**src/rtl/convkxk_mc_core.sv**
```systemverilog
// Multi-channel KxK convolution core: one MAC per cycle over each channel patch,
// then a single bias add, an arithmetic shift and a ReLU or saturating clamp per output pixel.
//
// state   | meaning
// IDLE    | waiting for start
// WAIT_CH | ch_ready high, waiting for the next channel patch/weights
// MAC     | one product per cycle, previous product accumulated
// DRAIN   | add final product, advance channel index
// BIAS    | add bias once per output
// SHIFT   | arithmetic right shift, clamp into out_data
// OUT     | out_valid held until out_ready
module convkxk_mc_core #(
    parameter int K      = 5,
    parameter int IN_W   = 8,
    parameter int W_W    = 16,
    parameter int B_W    = 16,
    parameter int ACC_W  = 32,
    parameter int OUT_W  = 16,
    parameter int MAX_CH = 16,
    parameter int CH_W   = $clog2(MAX_CH + 1),
    parameter int SH_W   = $clog2(ACC_W)
) (
    input  logic                    clk,
    input  logic                    rst,
    input  logic                    start,
    input  logic [CH_W-1:0]         num_ch,
    input  logic [SH_W-1:0]         shift_amt,
    input  logic                    relu_en,
    input  logic signed [B_W-1:0]   bias_val,
    input  logic                    ch_valid,
    output logic                    ch_ready,
    input  logic [K*K*IN_W-1:0]     patch_pixels,
    input  logic [K*K*W_W-1:0]      kernel_weights,
    output logic [CH_W-1:0]         ch_idx,
    output logic signed [OUT_W-1:0] out_data,
    output logic                    out_valid,
    input  logic                    out_ready,
    output logic                    busy
);

    localparam int NE   = K * K;
    localparam int MC_W = (NE > 1) ? $clog2(NE) : 1;
    localparam int P_W  = IN_W + W_W + 1;

    localparam longint OUT_MAX_L = (longint'(1) << (OUT_W - 1)) - 1;
    localparam logic signed [ACC_W-1:0] OUT_MAX = ACC_W'(OUT_MAX_L);
    localparam logic signed [ACC_W-1:0] OUT_MIN = ACC_W'(-OUT_MAX_L - 1);

    localparam logic [2:0] S_IDLE    = 3'd0;
    localparam logic [2:0] S_WAIT_CH = 3'd1;
    localparam logic [2:0] S_MAC     = 3'd2;
    localparam logic [2:0] S_DRAIN   = 3'd3;
    localparam logic [2:0] S_BIAS    = 3'd4;
    localparam logic [2:0] S_SHIFT   = 3'd5;
    localparam logic [2:0] S_OUT     = 3'd6;

    logic [2:0]              state;
    logic [CH_W-1:0]         nch_q;
    logic [SH_W-1:0]         sh_q;
    logic                    relu_q;
    logic signed [B_W-1:0]   bias_q;
    logic [MC_W-1:0]         mac_cnt;
    logic [IN_W-1:0]         pix_q [NE];
    logic signed [W_W-1:0]   wt_q  [NE];
    logic signed [P_W-1:0]   prod_q;
    logic signed [ACC_W-1:0] acc_q;

    logic signed [P_W-1:0]   pix_ext;
    logic signed [P_W-1:0]   wt_ext;
    logic signed [P_W-1:0]   prod_next;
    logic signed [ACC_W-1:0] shifted;
    logic signed [OUT_W-1:0] sat_val;
    logic [CH_W-1:0]         ch_next;

    assign ch_ready  = (state == S_WAIT_CH);
    assign out_valid = (state == S_OUT);
    assign busy      = (state != S_IDLE);
    assign ch_next   = ch_idx + CH_W'(1);

    // Pixels are unsigned: a zero MSB makes them non-negative in the signed product.
    always_comb begin
        pix_ext   = P_W'($signed({1'b0, pix_q[mac_cnt]}));
        wt_ext    = P_W'(wt_q[mac_cnt]);
        prod_next = pix_ext * wt_ext;
    end

    assign shifted = acc_q >>> sh_q;

    always_comb begin
        sat_val = shifted[OUT_W-1:0];
        if (relu_q && shifted[ACC_W-1]) begin
            sat_val = '0;
        end else if (shifted > OUT_MAX) begin
            sat_val = OUT_MAX[OUT_W-1:0];
        end else if (!relu_q && (shifted < OUT_MIN)) begin
            sat_val = OUT_MIN[OUT_W-1:0];
        end
    end

    always_ff @(posedge clk) begin
        if (rst) begin
            state    <= S_IDLE;
            nch_q    <= '0;
            sh_q     <= '0;
            relu_q   <= 1'b0;
            bias_q   <= '0;
            mac_cnt  <= '0;
            prod_q   <= '0;
            acc_q    <= '0;
            ch_idx   <= '0;
            out_data <= '0;
            for (int i = 0; i < NE; i++) begin
                pix_q[i] <= '0;
                wt_q[i]  <= '0;
            end
        end else begin
            case (state)
                S_IDLE: begin
                    if (start) begin
                        if (num_ch == '0) begin
                            nch_q <= CH_W'(1);
                        end else if (num_ch > CH_W'(MAX_CH)) begin
                            nch_q <= CH_W'(MAX_CH);
                        end else begin
                            nch_q <= num_ch;
                        end
                        sh_q   <= shift_amt;
                        relu_q <= relu_en;
                        bias_q <= bias_val;
                        acc_q  <= '0;
                        ch_idx <= '0;
                        state  <= S_WAIT_CH;
                    end
                end
                S_WAIT_CH: begin
                    if (ch_valid) begin
                        for (int i = 0; i < NE; i++) begin
                            pix_q[i] <= patch_pixels[i*IN_W +: IN_W];
                            wt_q[i]  <= kernel_weights[i*W_W +: W_W];
                        end
                        mac_cnt <= '0;
                        state   <= S_MAC;
                    end
                end
                S_MAC: begin
                    prod_q <= prod_next;
                    if (mac_cnt != '0) begin
                        acc_q <= acc_q + ACC_W'(prod_q);
                    end
                    mac_cnt <= mac_cnt + MC_W'(1);
                    if (mac_cnt == MC_W'(NE - 1)) begin
                        state <= S_DRAIN;
                    end
                end
                S_DRAIN: begin
                    acc_q  <= acc_q + ACC_W'(prod_q);
                    ch_idx <= ch_next;
                    state  <= (ch_next == nch_q) ? S_BIAS : S_WAIT_CH;
                end
                S_BIAS: begin
                    acc_q <= acc_q + ACC_W'(bias_q);
                    state <= S_SHIFT;
                end
                S_SHIFT: begin
                    acc_q    <= shifted;
                    out_data <= sat_val;
                    state    <= S_OUT;
                end
                S_OUT: begin
                    if (out_ready) begin
                        state <= S_IDLE;
                    end
                end
                default: state <= S_IDLE;
            endcase
        end
    end

endmodule

```
**config.mk**
```make
export PLATFORM = sky130hd
export DESIGN_NAME = convkxk_mc_core
export DESIGN_NICKNAME = d
export VERILOG_FILES = /design/src/rtl/convkxk_mc_core.sv
export SDC_FILE = /design/constraint.sdc
export NUM_CORES = 2
export LEC_CHECK = 0
export CAP_MARGIN = 20
export CORE_MARGIN = 1.5
export CORE_UTILIZATION = 50
export CTS_BUF_LIST = sky130_fd_sc_hd__clkbuf_4
export DETAILED_ROUTE_END_ITERATION = 10
export PLACE_DENSITY = 0.76
export REMOVE_ABC_BUFFERS = 1
export SKIP_LAST_GASP = 1
export SLEW_MARGIN = 25
export SYNTH_ARGS = -nofsm -noshare
export SYNTH_HDL_FRONTEND = slang
export SYNTH_SLANG_ARGS = --single-unit
```
**constraint.sdc**
```tcl
create_clock -name clk -period 22.7 [get_ports clk]
set_input_delay 4.54 -clock clk [delete_from_list [all_inputs] [get_ports clk]]
set_output_delay 4.54 -clock clk [all_outputs]
set_load 0.02 [all_outputs]
```
Yosys cells after proc, flatten, opt, wreduce, memory -nomap -nowiden:

Memory sizes are Yosys's and may differ from the RTL's. A register that Yosys moved wholly into a read port is not among the register bits.
Cells that the tools add are included.

* input port bits: 632
* output and inout port bits: 24
* memory bits (writable): 600
* logic and storage cells: 177
* memories kept: 2
* register bits after elaboration: 113

* mux-type cells: 78
* equality and inequality tests: 13
* multiply operators: 1
* bitwise operators: 50
* reductions and logical operators: 15
* $lt $le $gt $ge: 3
* shift operators: 1
* $add $sub $neg: 4

Memories
* wt_q: depth 25, width 16, read ports 1, clocked after Yosys merged registers in 1, write ports 25, line 64 `logic signed [W_W-1:0] wt_q [NE];`
* pix_q: depth 25, width 8, read ports 1, clocked after Yosys merged registers in 1, write ports 25, line 63 `logic [IN_W-1:0] pix_q [NE];`

Operators by type and width (number)
* two-way mux 16 bit: 28
* two-way mux 8 bit: 25
* one-hot mux 32 bit (5 select lines): 1
* two-way mux 32 bit: 2
* bitwise OR 1 bit: 50
* two-way mux 5 bit: 8
* adder 32 x 16 -> 32 bit: 1
* adder 32 x 25 -> 32 bit: 1
* greater-than comparator 32 x 16 -> 1 bit (second input constant): 1
* < comparator 32 x 16 -> 1 bit (second input constant): 1
* >>> shifter 32 x 5 -> 32 bit: 1
* multiplier 9 x 16 -> 25 bit: 1
* one-hot mux 3 bit (7 select lines): 1
* one-hot mux 5 bit (2 select lines): 2
* two-way mux 3 bit: 5
* adder 5 x 1 -> 5 bit (second input constant): 2
* nonzero test 5 bit: 2
* equality test 3 bit (second input constant): 3
* inequality test 2 bit (second input constant): 4
* equality test 3 x 2 -> 1 bit (second input constant): 2
* two-way mux 1 bit: 6
* AND reduction 2 bit: 3
* equality test 5 bit: 1
* equality test 5 bit (second input constant): 1
* 11 further kinds: 13

Logic depth before layout (Yosys ltp):

* word-level depth: 6
* mapped depth: 28
* mapped depth without buffers: 25

Worst setup path after synthesis:

No wires, ideal clock.

* path type: input to register
* start: input rst
* end: memory pix_q[0][0], enable pin
* slack: 4305 ps
* cell stages on the path: 5
* required time: 21732 ps
* data arrival time: 17427 ps
* library setup time: 968 ps
* buffers on the path: 4
* cells stage by stage: buf_6 clkbuf_1 clkbuf_1 clkbuf_1 a21o_1

RTL lines
* from (decl): line 24 `input logic rst,`
* to (decl): line 63

==> metrics.yaml <==
status: "finished clean"
cp_num_buf_inv: 5
drv_cap: 0
synth_area_leaders: "edfxtp_1 45%, mux4_2 9.9%, and2_1 7.0%, dfxtp_1 5.9%, fa_1 5.2%"
first_global_vias: 28200
drt_iter0_markers: 2408
seq_power_share_pct: 39.9
routed_via_density: 5.43
finalInstanceArea_um2: 49600
cp_slowest_cell: "dfxtp_4"
switchingPower_mw: 1.48
hp-class: "register to register"
p_leak_nw: 19.2
placed_cell_area_um2: 47300
grt_max_degree: 170
syn-instance-count: 3257
clock.fmax_mhz: 116
final_cells: 5151
ys_seq_elements: 718
slew_headroom_pct: 31.4
intPower_mw: 2.86
post_cts_resized: 0
cts.clk_slew.worst_paths_ns: 0.06
power_density_nw_per_um2: 87.6
boundaryPins: 656
cts_buffers: 185
worstPathRequired_ns: 23.57
cts_tree: "done"
final_nets: 4760
yosysMostFrequentCell: "edfxtp_1"
synthTopCellsByCount: "600 x edfxtp_1, 447 x and2_1, 248 x nand2_1"
tns_ns: 0
rows: 103
final_layout_size_suffix_gt1_share_pct: 14.0
chipWidth_um: 286
max_stage_delay_ns: 0.75
coreArea_um2: 79000
grt_pass1_wl_um: 165000
post_cts_buffers: 0
yosysSeqAreaShare_pct: 51.0
endpoint_kind: "register"
start_util_pct: 50.6
die_h_um: 286
dp_cells: 4802
areaGrowthSynthToFinish_pct: 24.3
rrSetupSlack_ns: 14.07
hold_viol: 0
vias: 28000
worst-path-stages: 26
synth_top_cell_by_area: "edfxtp_1"
p_total_mw: 4.35
worst_slew_pin_slew_ns: 1.03
p_clk_share_pct: 24.9
die_area_um2: 81600
synth_edf_count: 600
endpoint: "prod_q[22]"
finalCriticalPeriod_ns: 8.63
slew_viol_final: 0
grtUsageTotal_pct: 27.0
worst_slack_ns: 14.07
syn_area_per_cell_um2: 12.3
synth.distinct_cells: 82
antenna_found_initial: 29
cp.arrival_ns: 9.50
clk_latency_ns: 1.05
grt.overflow.total: 0
fin_skew_ns: 0.0831
critPathTopFamily: "compound AO/OA/AOI/OAI gates"
ir_worst_vdd_v: 0.0000423
cts_root_buffer: "clkbuf_4"
drt_wl_total_um: 111000
crit_type: "register to register"
wl_per_cell_um: 21.5
final_util_pct: 62.8
synth_area_um2: 39900
clock-sinks: 718
dp_worst_setup_slack_ns: 13.99
whs_ns: 0.452
synth_warnings: 0
min_path_cells: 2
worst-path-max-fanout: 80
hpwl_um: 81600
power_frac_comb_pct: 35.2
io_buffers: 655
rsz0062_at_grt: "false"
p_sw_share_pct: 34.1
synthArstFlopShare_pct: 0
drc: 0
place.gp.congestion: 0.899
drt.antenna.violating_nets: 0
first_pass_iters: 5
ys.flop_type: "edfxtp_1"
cts_max_level: 4
finalSetupViolations: 0
cts.path.max_buffers: 3
period_share_pct: 38.0
postCtsHoldBufs: 0
startpoint_type: "register"
yosys.area.top_type_share_pct: 45.1
worst_r2r_endpoint: "prod_q[22]"
rr_worst_depth: 26
[worst reg2reg max path, stage by stage (launching register included)]
cell and delay [ns]:
dfxtp_4 0.75, buf_4 0.73, buf_12 0.63, mux4_2 0.75, nor2b_1 0.14, a211oi_1 0.59
a211oi_1 0.14, a21oi_1 0.41, inv_1 0.16, and2_1 0.21, fa_1 0.42, ha_1 0.29
ha_1 0.29, inv_1 0.06, fa_1 0.54, inv_1 0.04, ha_1 0.23, fa_1 0.41
a21o_1 0.20, a21oi_1 0.25, o21ai_0 0.19, a21oi_1 0.24, o211ai_1 0.16, a31oi_1 0.25
o21bai_1 0.10, xor2_1 0.15, a22o_1 0.20
[how the worst min path moves through the flow]
stage | to | slack, ns | start
global route | out_data[15] | 0.47 | out_data[15]
floorplan | prod_q[0] | 0.42 | prod_q[0]
global placement | bias_q[14] | 0.44 | bias_q[14]
detailed placement | prod_q[15] | 0.45 | prod_q[15]
CTS | prod_q[20] | 0.45 | prod_q[20]
finish | prod_q[15] | 0.45 | prod_q[15]
[metal layers]
metal	part of all wire (%)	up-vias	track usage (%)	wire (um)
met4	3.1	6	9.83	3410
met5	0.067	-	0	74
met3	6.9	199	5.77	7660
met1	38	13600	33.0	42400
met2	52	1077	47.0	57000
li1	-	13100	-	-
[logic make-up after synthesis]
group                    count (synthesis)  share of synthesized area (%)
AO/OA/AOI/OAI                          427                           6.94
XOR/XNOR                                44                          0.965
adder cells (fa/ha/maj)                189                           7.86
buffers and inverters                  400                           4.16
flip-flops                             718                           51.0
multiplexers                           294                           13.1
AND/OR/NAND/NOR                       1185                           16.0
[cells in the final DEF (no fill, tap or decap), types with 10 or more instances in the layout]
master and instances:
clkinv_1 42, xor2_1 15, buf_4 38, clkbuf_4 256, clkdlybuf4s50_1 654, edfxtp_1 600
ha_1 86, and2_1 447, a21oi_1 135, a221oi_1 15, o21ai_0 83, a31oi_1 14
xnor2_1 29, a21o_1 29, or3_1 11, nor3_1 29, and3_1 11, diode_2 30
nand2_1 248, nand3_1 17, a211oi_1 47, o21a_1 14, nor2_1 167, nand3b_1 10
nand2b_1 14, mux4_2 176, a221o_1 16, nor2b_1 203, mux2_2 44, mux2i_1 71
dfxtp_1 110, inv_1 197, fa_1 103
[power by group through the flow]
stage	Sequential (mW)	Combinational (mW)	Clock, mW
3_3_place_gp	1.75	1.50	0
6_report	1.73	1.53	1.08
2_1_floorplan	1.82	1.09	0
3_5_place_dp	1.76	1.52	0
4_1_cts	1.73	1.53	1.11
5_1_grt	1.75	1.71	1.18
[registers in the layout (all words and copies together), names as in the netlist, named ones only]
name and flops:
acc_q 32, bias_q 16, ch_idx 5, mac_cnt 5
nch_q 5, out_data 16, pix_q 200, prod_q 25
relu_q 1, sh_q 5, state 3, wt_q 400
[final cells by class]
type,instances,area [um2]
antenna,30,75.1
clock buffer,256,1920
clock inverter,63,372
fill,6070,29400
inverter,199,747
multi-input combinational,2139,17900
sequential,718,20400
tap,1050,1310
timing repair buffer,696,6900
Power figures use the tool's default switching activity.
